===== config.mk =====
export PLATFORM = sky130hd
export DESIGN_NAME = if_else_delay_pipe
export DESIGN_NICKNAME = d
export VERILOG_FILES = /design/src/rtl/if_else_delay_pipe.sv
export SDC_FILE = /design/constraint.sdc
export NUM_CORES = 1
export LEC_CHECK = 0
export BUFFER_PORTS_ARGS = -buffer_cell sky130_fd_sc_hd__buf_4
export CORE_AREA = 2 2 73 75
export DETAILED_ROUTE_END_ITERATION = 16
export DIE_AREA = 0 0 75 77
export PLACE_DENSITY_LB_ADDON = 0.2
export SLEW_MARGIN = 10
export SYNTH_ARGS = -nofsm -noshare
export SYNTH_HDL_FRONTEND = slang
export SYNTH_SLANG_ARGS = --single-unit
export TNS_END_PERCENT = 1

===== constraint.sdc =====
create_clock -name clk -period 2.2 [get_ports clk]
set_input_delay 0 -clock clk [delete_from_list [all_inputs] [get_ports clk]]
set_output_delay 0 -clock clk [all_outputs]
set_load 0.01 [all_outputs]

===== src/rtl/if_else_delay_pipe.sv =====
// ---------------------------------------------------------------------------
// if_else_delay_pipe
//
// Purpose:
//   Parametrised if/else segment block. On every accepted start it evaluates
//   (input_bit == zero), optionally inverted, and chooses either then_data or
//   else_data. The chosen word travels through a DEPTH-stage pipeline with a
//   valid tag. When it reaches the end it appears on segment_0 together with a
//   one-cycle valid pulse. The block accepts one start per cycle. busy tells
//   the enclosing scheduler that accepted work has not yet produced valid.
//
// Parameters:
//   WIDTH    data width of all data ports
//   DEPTH    start-to-valid latency in cycles (1..64)
//   COND_INV 0: then_data when input_bit == zero; 1: then_data when !=
//
// Ports:
//   clk        in   rising-edge clock
//   reset      in   asynchronous active-low reset
//   stall      in   freeze pipeline (only with IF_ELSE_DELAY_PIPE_STALL_EN)
//   start      in   launch; operands sampled on the same edge
//   input_bit  in   condition operand
//   zero       in   comparison operand
//   then_data  in   word selected when the condition holds
//   else_data  in   word selected otherwise
//   segment_0  out  last valid result (holds between results)
//   valid      out  one-cycle pulse per result
//   busy       out  high while accepted starts are still in flight
//
// Optional feature:
//   Defining IF_ELSE_DELAY_PIPE_STALL_EN adds the stall input. While stall=1
//   the whole pipeline, the counter and segment_0 freeze, valid is forced low
//   and start is ignored.
// ---------------------------------------------------------------------------
module if_else_delay_pipe #(
    parameter int WIDTH    = 32,
    parameter int DEPTH    = 1,
    parameter bit COND_INV = 1'b0
) (
    input  logic             clk,
    input  logic             reset,
`ifdef IF_ELSE_DELAY_PIPE_STALL_EN
    input  logic             stall,
`endif
    input  logic             start,
    input  logic [WIDTH-1:0] input_bit,
    input  logic [WIDTH-1:0] zero,
    input  logic [WIDTH-1:0] then_data,
    input  logic [WIDTH-1:0] else_data,
    output logic [WIDTH-1:0] segment_0,
    output logic             valid,
    output logic             busy
);

    localparam int CNT_W = $clog2(DEPTH + 1);

    // Debug-only control state; it follows the in-flight counter.
    localparam logic [1:0] ST_IDLE  = 2'd0;
    localparam logic [1:0] ST_RUN   = 2'd1;
    localparam logic [1:0] ST_DRAIN = 2'd2;

    function automatic logic f_cond(input logic [WIDTH-1:0] a,
                                    input logic [WIDTH-1:0] b);
        return (a == b) ^ COND_INV;
    endfunction

    function automatic logic [WIDTH-1:0] f_select(input logic             c,
                                                  input logic [WIDTH-1:0] t,
                                                  input logic [WIDTH-1:0] e);
        return c ? t : e;
    endfunction

    logic             w_stall;
    logic             w_start_acc;
    logic             w_cond;
    logic [WIDTH-1:0] w_sel;
    logic             w_tag_out;
    logic             w_cnt_dec;
    logic [CNT_W-1:0] w_cnt_nxt;
    logic [1:0]       w_state_nxt;

    // Stage DEPTH-1 of r_data is the segment_0 register itself, so the new
    // result and the valid pulse appear in the same cycle.
    logic             r_tag  [0:DEPTH-1];
    logic [WIDTH-1:0] r_data [0:DEPTH-1];
    logic [CNT_W-1:0] r_cnt;
    logic             r_busy;
    logic [1:0]       r_state;

`ifdef IF_ELSE_DELAY_PIPE_STALL_EN
    assign w_stall = stall;
`else
    assign w_stall = 1'b0;
`endif

    assign w_start_acc = start & ~w_stall;
    assign w_cond      = f_cond(input_bit, zero);
    assign w_sel       = f_select(w_cond, then_data, else_data);
    assign w_tag_out   = r_tag[DEPTH-1];

    // A result frozen at the output by stall is reported again once the
    // stall lifts, and it is retired from the counter only then.
    assign w_cnt_dec = w_tag_out & ~w_stall;

    // ---- stage 0 capture / stage i -> i+1 shift ----
    always_ff @(posedge clk or negedge reset) begin
        if (!reset) begin
            for (int i = 0; i < DEPTH; i++) begin
                r_tag[i]  <= 1'b0;
                r_data[i] <= '0;
            end
        end else if (!w_stall) begin
            r_tag[0] <= w_start_acc;
            if (w_start_acc) begin
                r_data[0] <= w_sel;
            end
            for (int i = 1; i < DEPTH; i++) begin
                r_tag[i] <= r_tag[i-1];
                // Inner stages shift freely; the output stage holds its
                // word until a tagged result arrives.
                if ((i != DEPTH - 1) || r_tag[i-1]) begin
                    r_data[i] <= r_data[i-1];
                end
            end
        end
    end

    always_comb begin
        w_cnt_nxt = r_cnt;
        if (w_start_acc && !w_cnt_dec) begin
            w_cnt_nxt = r_cnt + CNT_W'(1);
        end else if (!w_start_acc && w_cnt_dec) begin
            w_cnt_nxt = r_cnt - CNT_W'(1);
        end
    end

    always_comb begin
        w_state_nxt = r_state;
        case (r_state)
            ST_IDLE: begin
                if (w_start_acc) begin
                    w_state_nxt = ST_RUN;
                end
            end
            ST_RUN, ST_DRAIN: begin
                if (w_cnt_nxt == '0) begin
                    w_state_nxt = ST_IDLE;
                end else if (w_start_acc) begin
                    w_state_nxt = ST_RUN;
                end else if (!w_stall) begin
                    w_state_nxt = ST_DRAIN;
                end
            end
            default: w_state_nxt = ST_IDLE;
        endcase
    end

    // ---- in-flight counter / busy / control state ----
    always_ff @(posedge clk or negedge reset) begin
        if (!reset) begin
            r_cnt   <= '0;
            r_busy  <= 1'b0;
            r_state <= ST_IDLE;
        end else begin
            r_cnt   <= w_cnt_nxt;
            r_busy  <= (w_cnt_nxt != '0);
            r_state <= w_state_nxt;
        end
    end

    assign segment_0 = r_data[DEPTH-1];
    assign valid     = w_tag_out & ~w_stall;
    assign busy      = r_busy;

endmodule


[After elaboration in Yosys (flattened, before gate mapping)]
Cells that the tools add are included.
Storage, ports and cells
  output and inout bits: 34
  register bits: 34
Cells by class
  reductions and logical operators: 5
  eq/ne operators: 1
  add/sub/neg operators: 2
  mux-type cells: 3
Operators by type and width (number)
  $eq 32x32->1: 1
  $mux 32: 1
  $logic_and 1x1->1: 2
  $logic_not 1->1: 2
  $mux 1: 2
  $reduce_bool 2->1: 1
  $add 1x1->1 const B: 1
  $sub 1x1->1 const B: 1

[Depth between registers and ports, before layout]
Gate-level depths: netlist of run 1.
  depth after elaboration: 4
  depth in mapped cells: 7

[Worst setup path after synthesis of run 1]
OpenSTA, ideal clock, no wires.
  kind: input port to flip-flop
  start point: in zero[27]
  end point: reg r_data, in the netlist segment_0[26]
  cell stages on the path: 6
  setup time: 141 ps
  arrival: 1099 ps
  buffers on the path: 1
  slack: 960 ps
  cells stage by stage: xor2_1 > nor4_1 > nand4_1 > clkbuf_1 > o21ai_0 > a31oi_1
On the way
  word-level cells in the longest chain between the ends: 2
RTL lines
  from (decl): RTL line 47  | input logic [WIDTH-1:0] zero,
  $eq 32x32->1: RTL line 64  | return (a == b) ^ COND_INV;
  $mux 32: RTL line 70  | return c ? t : e;
  to (signal, indexed assignment): RTL line 122  | r_data[i] <= r_data[i-1];
  to (decl): RTL line 85  | logic [WIDTH-1:0] r_data [0:DEPTH-1];
No other way between the ends.
A chain may end at the register's enable or synchronous reset.

[Worst setup path in the final report of run 1]
  start point: in zero[24]
  end point: reg r_data, in the netlist segment_0[2]
The elaborated chain is that of the path after synthesis.

==> flow_summary.toml, run 1 <==
[worst_setup_path]
cp_max_fo = 32
crit_arrival_ps = 2260
startpoint_type = "input port"
r2r_cells = 3
crit_type = "in2reg"
cp_common_cell = "buf_4"
worstSetupEndpointType = "flop"
ff2ff_setup_slack_ps = 920
worstSetupStartpoint = "zero[24]"
critPathSlowestCell = "dlygate4sd3_1"
crit_required_ps = 2420
max_stage_delay_ps = 590
r2r_end = "segment_0[3]"
r2r-start = "segment_0[3]"
path_cells = "buf_4, xor2_1, nor4_1, and4_1, buf_4, nand3_1, a31oi_1, dlygate4sd3_1"

[global_routing]
globalRouteTotalUtil_pct = 25.3
grt_antenna_before_repair = 0
grt_pass1_wl_um = 11200
grt_pass1_vias = 2613
grt_overflow_total = 0
grt_max_degree = 67

[drt]
wl_met2_um = 4200
drtAntennaViolNets = 0
vias_per_cell = 5.08
met1_length_um = 2550
top_layer = "met4"
drt_iter0_drc = 189
wl_met3_um = 483
vias = 2560
drc = 0
drt_wl_total_um = 7420
avgRoutedWirePerCell_um = 14.7
dr.pass1.iters = 5

[synth]
synth.avg_cell_area_um2 = 8.78
muxShareOfSynthArea_pct = 0
synth-seq-cells = 34
synthXorXnorAreaFrac_pct = 14.8
yosys_warnings = 0
syn-instance-count = 229
syn_nets = 360
yosys.area_share.adder_pct = 0
synth-seq-area-share_pct = 42.3
syn_area_mm2 = 0.00201
synth_compound_area_share_pct = 17.9
synth_top_family_by_area = "simple AND/OR/NAND/NOR gates"
netlist-cell-type-count = 15
synthSimpleGateAreaFrac_pct = 18.2

[floorplan]
core_area_mm2 = 0.00498
ios = 165
start_util_pct = 40.4
rows = 26
fp.dieW_um = 75
dieArea_mm2 = 0.00578
die_y_um = 77

[timing]
tightestPinTransition_ps = 614
timing.slew.headroom_pct = 59.1
post-route-period-util_pct = 93.0
finalMaxSlewViolations = 0
clock_skew_ps = 2.34
fin_crit_ps = 2050
setup_tns_ps = 0
hold_viol = 0
fmax_mhz = 489
setup_violations = 0
rsz0062_at_grt = "false"

[power_and_ir_drop]
leakage_nw = 1.73
max-vdd-ir-drop_mv = 0.275
power_density_mw_per_mm2 = 477

[clock_tree]
clk_latency_ps = 280
htree_levels = 2
clockRootBuffer = "clkbuf_8"
cts-resized-gates = 0
tritoncts = "built"
cts_buffer_depth = 2
cts.reportedPaths.clkPinSlew_ps = 70
postCtsHoldBufs = 50
cts.sinks = 34
post_cts_buffers = 0
cts_buffers = 5

[worst_hold_path]
hold_path_end = "segment_0[0]"
hold_class = "in2reg"
hold_start = "else_data[0]"
whs_path_depth = 3

[flow_run]
max_cap_violations = 0

[final_layout]
nets = 564
fillers = 373
fin_area_mm2 = 0.00383
area_growth_pct = 90.7
n_antenna_cell = 0
drive_gt1_share_pct = 40.8

[outcome]
outcome = "completed"

[placed_design]
placed_cell_area_mm2 = 0.00322
port_buffers = 164
gp_congestion = 0.757
dp_hpwl_um = 4840
## cell usage after synthesis, drive strengths merged
cell,n,area share [%]
a31oi,32,10
and4,2,0.87
buf,8,4.3
clkbuf,13,2.4
dfrtp,34,42
nand3,32,8.0
nand4,2,0.62
nor2,32,6.0
nor4,8,2.8
o21ai,32,8.0
xnor2,2,0.87
xor2,32,14
## layer usage
metal	up-vias	track usage, %
met4	0	9.82
met2	131	48.3
li1	1230	-
met5	-	0
met1	1181	25.2
met3	18	5.65
## placed cells by master (no fill, tap or decap), types with 2 or more instances in the layout
| cell | synthesis | layout |
|---|---|---|
| clkbuf_8 | 0 | 8 |
| nand3_1 | 32 | 32 |
| a31oi_1 | 32 | 32 |
| nand4_1 | 2 | 2 |
| nor2_1 | 32 | 32 |
| xnor2_1 | 2 | 2 |
| xor2_1 | 32 | 32 |
| o21ai_1 | 15 | 15 |
| o21ai_0 | 17 | 17 |
| dlygate4sd3_1 | 0 | 50 |
| and4_1 | 2 | 2 |
| nor4_1 | 7 | 7 |
| dfrtp_1 | 34 | 34 |
| buf_4 | 1 | 168 |
## worst max-delay path, delay by kind of cell
kind	cells	cell delay, ps
XOR/XNOR	1	150
buffers and inverters	3	1040
AO/OA/AOI/OAI	1	220
AND/OR/NAND/NOR	3	850
## sequential cells by signal (all words and copies together) (netlist names)
register and flops:
busy 1, segment_0 32, valid 1
## worst max-delay path by stage
stage,to
after floorplan,segment_0[26]
after global placement,segment_0[17]
after detailed placement,segment_0[20]
after CTS,segment_0[28]
after global routing,segment_0[4]
final,segment_0[2]
## layout make-up
class / instances / area, µm² / share of cell area, %
Multi-Input combinational cell: 174 / 1020 / 26.7
Tap cell: 70 / 87.6 / 2.28
Clock buffer: 8 / 110 / 2.87
Sequential cell: 34 / 851 / 22.2
Timing Repair Buffer: 218 / 1760 / 45.9
## stage by stage
stage	power [mW]	std cells	util [%]	setup WS (ps)	hold WS, ps
after floorplan	0.890	229	-	960	-296
after global placement	1.20	446	64.8	466	-23.2
after detailed placement	1.21	446	64.8	447	-21.5
after CTS	1.84	504	77.0	237	1.65
after global routing	1.93	504	77.0	53.2	6.27
final	1.83	504	77.0	155	6.42
## power breakdown
group          total (mW)  switching, mW  internal, mW
Combinational       0.569          0.207         0.362
Clock               0.537          0.221         0.316
Sequential          0.725         0.0363         0.689
## cell families (layout without fill, tap and decap cells)
logic type,Yosys count,after routing
simple gates,76,76
compound gates,64,64
xor+xnor,34,34
flops,34,34
buf+inv,21,226
(Power assumes the default switching activity.)
==> inputs of run 2 (changes only) <==
- MAX_ROUTING_LAYER: not set -> met4
==> run 2 against run 1 <==
Compared with the run above:
- global-route usage rose by 0.66 points
- die area unchanged
- power is 0.26% higher
- utilization unchanged
- clock skew up 1.4 ps
- non-clock buffer count unchanged
- sequential cell count did not move
- critical path type unchanged
- largest power group unchanged
- highest routed layer unchanged
==> flow_summary.toml, run 2 (synthesized netlist as in run 1, its figures left out) <==
[worst_setup_path]
crit_arrival_ps = 2270
crit_type = "in2reg"
max_stage_delay_ps = 570
ff2ff_setup_slack_ps = 920
crit_required_ps = 2420
cp_common_cell = "buf_4"
cp_max_fo = 32
critPathBufInv = 3
cp_top_family = "buffers and inverters"
worstSetupEndpointType = "flop"
critPathSlowestCell = "dlygate4sd3_1"
path_cells = "buf_4, xor2_1, nor4_1, and4_1, buf_4, nand3_1, a31oi_1, dlygate4sd3_1"
startpoint_type = "input port"

[drt]
drc = 0
vias = 2597
drtAntennaViolNets = 0
avgRoutedWirePerCell_um = 14.9
vias_per_cell = 5.15
drt_iter0_drc = 180
drt_wl_total_um = 7510
dr.pass1.iters = 4

[final_layout]
fin_area_mm2 = 0.00383
utilization_pct = 77.0
area_growth_pct = 90.7
layout_commonest_cell = "buf_4"
fillers = 373
nets = 564
drive_gt1_share_pct = 40.8
final_cell_mix = "buf_4 (168), dlygate4sd3_1 (50), dfrtp_1 (34)"
largest_reg_flops = 32
n_antenna_cell = 0

[power_and_ir_drop]
p_clk_share_pct = 29.4
power_density_mw_per_mm2 = 479
netSwitchingPower_mw = 0.469
p_seq_share_pct = 39.5
combPwrFrac_pct = 31.0
netSwitchingFraction_pct = 25.6
internal-power_mw = 1.37
max-vdd-ir-drop_mv = 0.275
leakage_nw = 1.73

[clock_tree]
clockRootBuffer = "clkbuf_8"
cts.reportedPaths.clkPinSlew_ps = 70
cts.sinks = 34
htree_levels = 2
clk_latency_ps = 280
tritoncts = "built"
post_cts_buffers = 0
cts_buffer_depth = 2
cts_buffers = 5

[global_routing]
grt_antenna_before_repair = 0
grt_pass1_wl_um = 11200
globalRouteTotalUtil_pct = 26.0
grt_overflow_total = 0
grt_pass1_vias = 2604
grt_max_degree = 67

[placed_design]
dp_hpwl_um = 4840
gp_congestion = 0.767
placed_cell_area_mm2 = 0.00322
port_buffers = 164

[timing]
post-route-period-util_pct = 93.2
finalMaxSlewViolations = 0
hold_viol = 0
fin_crit_ps = 2050
setup_violations = 0
hold_slack_ps = 2.45
clock_skew_ps = 3.77
setup_tns_ps = 0
rsz0062_at_grt = "false"
fmax_mhz = 488
timing.slew.headroom_pct = 58.4
tightestPinTransition_ps = 625

[floorplan]
rows = 26
ios = 165
die_y_um = 77
dieArea_mm2 = 0.00578
start_util_pct = 40.4
fp.dieW_um = 75
core_area_mm2 = 0.00498

[worst_hold_path]
hold_class = "in2reg"

[flow_run]
max_cap_violations = 0

[outcome]
outcome = "completed"
run 2: power groups by stage:
stage | Clock [mW] | Combinational (mW) | Sequential, mW
2_1_floorplan | 0 | 0.125 | 0.765
3_3_place_gp | 0 | 0.470 | 0.734
3_5_place_dp | 0 | 0.477 | 0.736
4_1_cts | 0.552 | 0.565 | 0.725
5_1_grt | 0.577 | 0.616 | 0.733
6_report | 0.541 | 0.570 | 0.725
run 2: worst paths after layout:
kind | startpoint | end | cells past startpoint
max reg2reg | segment_0[2] | segment_0[2] | 3
max | zero[24] | segment_0[3] | 8
max in group asynchronous | reset | segment_0[11] | 2
min reg2reg | busy | busy | 1
min in group asynchronous | reset | segment_0[24] | 2
min | else_data[0] | segment_0[0] | 3
run 2: tightest hold or removal path, cell delays in order:
cell and delay (ps):
buf_4 110, o21ai_0 60, a31oi_1 80
run 2: stage by stage:
stage,instances,setup slack [ps],total power [mW]
final,504,149,1.84
after global routing,504,50.5,1.93
after global placement,446,466,1.20
after CTS,504,237,1.84
after floorplan,229,960,0.890
after detailed placement,446,447,1.21
run 2: final cells by class:
cell class / instances / area [µm²] / area share (%)
multi-input cells: 174 / 1020 / 26.7
clock buffers: 8 / 110 / 2.87
flip-flops and latches: 34 / 851 / 22.2
well taps: 70 / 87.6 / 2.28
repair buffers: 218 / 1760 / 45.9
run 2: timing repair:
action / in CTS / in global routing
endpoints found under the hold margin: 65 / 0
gates resized for setup: 0 / 0
hold buffers: 50 / 0
run 2: routing by layer:
metal / wire length [µm] / vias up / GRT usage (%)
met5: 0 / - / -
met4: 208 / 0 / 9.82
met3: 482 / 23 / 4.60
met2: 4250 / 140 / 48.4
met1: 2570 / 1203 / 25.7
li1: - / 1231 / -
==> inputs of run 3 (changes only) <==
- PLACE_DENSITY_LB_ADDON: 0.2 -> 0.25
==> run 3 against run 2 <==
Compared with the run above:
- sequential cell count stayed put
- routed wire length is 10% lower
- clock-buffer cell count is 1 lower
- first-iteration DRC count is 16% lower
- setup slack better by 610 ps
- utilization is 7.6 points lower
- fmax is 43% higher
- cell area is 9.9% lower
- clock power is 13% lower
- die area stayed put
- worst hold slack worse by 0.88 ps
- critical path type unchanged
- largest power group unchanged
- highest routed layer unchanged
==> flow_summary.toml, run 3 (synthesized netlist as in run 1, its figures left out) <==
[floorplan]
start_util_pct = 40.4
die_y_um = 77
rows = 26
dieArea_mm2 = 0.00578
core_area_mm2 = 0.00498
ios = 165
fp.dieW_um = 75

[worst_hold_path]
hold_class = "in2reg"

[clock_tree]
postCtsHoldBufs = 14
post_cts_buffers = 0
cts_buffer_depth = 2
tritoncts = "built"
cts-resized-gates = 0
clockRootBuffer = "clkbuf_8"
htree_levels = 2
cts_buffers = 5
cts.sinks = 34
cts.reportedPaths.clkPinSlew_ps = 70
clk_latency_ps = 270

[flow_run]
max_cap_violations = 0

[drt]
vias_per_cell = 5.13
drt_wl_total_um = 6720
dr.pass1.iters = 5
avgRoutedWirePerCell_um = 14.4
vias = 2402
drtAntennaViolNets = 0
drc = 0
drt_iter0_drc = 151

[final_layout]
largest_reg_flops = 32
final_cell_mix = "buf_4 (168), dfrtp_1 (34)"
fin_area_mm2 = 0.00346
area_growth_pct = 71.9
drive_gt1_share_pct = 44.2
layout_commonest_cell = "buf_4"
n_antenna_cell = 0
nets = 528

[timing]
fin_crit_ps = 1440
fmax_mhz = 696
clock_skew_ps = 0.640
finalMaxSlewViolations = 0
tightestPinTransition_ps = 622
setup_violations = 0
post-route-period-util_pct = 65.3
setup_tns_ps = 0
timing.slew.headroom_pct = 58.6
rsz0062_at_grt = "false"
hold_viol = 0

[power_and_ir_drop]
p_seq_share_pct = 43.1
power_density_mw_per_mm2 = 488
combPwrFrac_pct = 29.2
p_clk_share_pct = 27.7
netSwitchingPower_mw = 0.441
internal-power_mw = 1.25
leakage_nw = 1.58
max-vdd-ir-drop_mv = 0.388
p_total_mw = 1.69
netSwitchingFraction_pct = 26.1

[worst_setup_path]
crit_type = "in2reg"
worstSetupEndpointType = "flop"
startpoint_type = "input port"
crit_required_ps = 2390
cp_max_fo = 32
crit_arrival_ps = 1630

[placed_design]
dp_hpwl_um = 4980
port_buffers = 164
placed_cell_area_mm2 = 0.00322
gp_congestion = 0.797

[global_routing]
grt_pass1_wl_um = 10800
globalRouteTotalUtil_pct = 24.1
grt_overflow_total = 0
grt_antenna_before_repair = 0
grt_pass1_vias = 2452
grt_max_degree = 67

[outcome]
outcome = "completed"
## run 3: cell count changes in the layout (fill, tap and decap cells not counted)
cell,before,now
dlygate4sd3_1,50,14
clkinv_2,0,1
clkbuf_1,0,1
clkbuf_8,8,6
## run 3: final cells by class
type	count	area, µm²
flip-flops and latches	34	851
fillers	444	1520
multi-input cells	174	1020
clock buffers	7	86.3
clock inverters	1	5.00
well taps	70	87.6
repair buffers	182	1400
## run 3: critical path, cell delays in order
cell,delay [ps]
buf_4,110
xor2_1,160
nor4_1,410
and4_1,250
buf_4,330
nand3_1,140
a31oi_1,200
## run 3: path summary, 6_finish.rpt
path,startpoint,end,slack (ps),cells past startpoint
max in group asynchronous,reset,segment_0[11],1680,2
min,then_data[30],segment_0[30],2,3
max,zero[9],segment_0[14],760,7
min in group asynchronous,reset,segment_0[25],210,2
max reg2reg,valid,busy,1410,2
min reg2reg,busy,busy,490,1
## run 3: power by group through the flow
stage	registers [mW]	logic (mW)	clock network, mW
after floorplan	0.765	0.125	0
after global placement	0.735	0.466	0
after detailed placement	0.738	0.475	0
after CTS	0.727	0.496	0.473
after global routing	0.735	0.537	0.500
final	0.726	0.492	0.468
## run 3: per-layer routing
metal,routed length (µm),up-vias,global-route usage (%)
met1,2450,1137,26.1
met3,386,10,3.94
li1,-,1157,-
met4,135,0,7.50
met5,0,-,-
met2,3760,98,43.5
## run 3: through the flow
step / instances / setup WS, ps / utilization (%) / hold slack [ps]
after global placement: 446 / 594 / 64.8 / -22.7
after CTS: 468 / 813 / 69.4 / 0.118
final: 468 / 763 / 69.4 / 1.57
after floorplan: 229 / 960 / - / -296
after global routing: 468 / 644 / 69.4 / 3.29
after detailed placement: 446 / 534 / 64.8 / -29.4
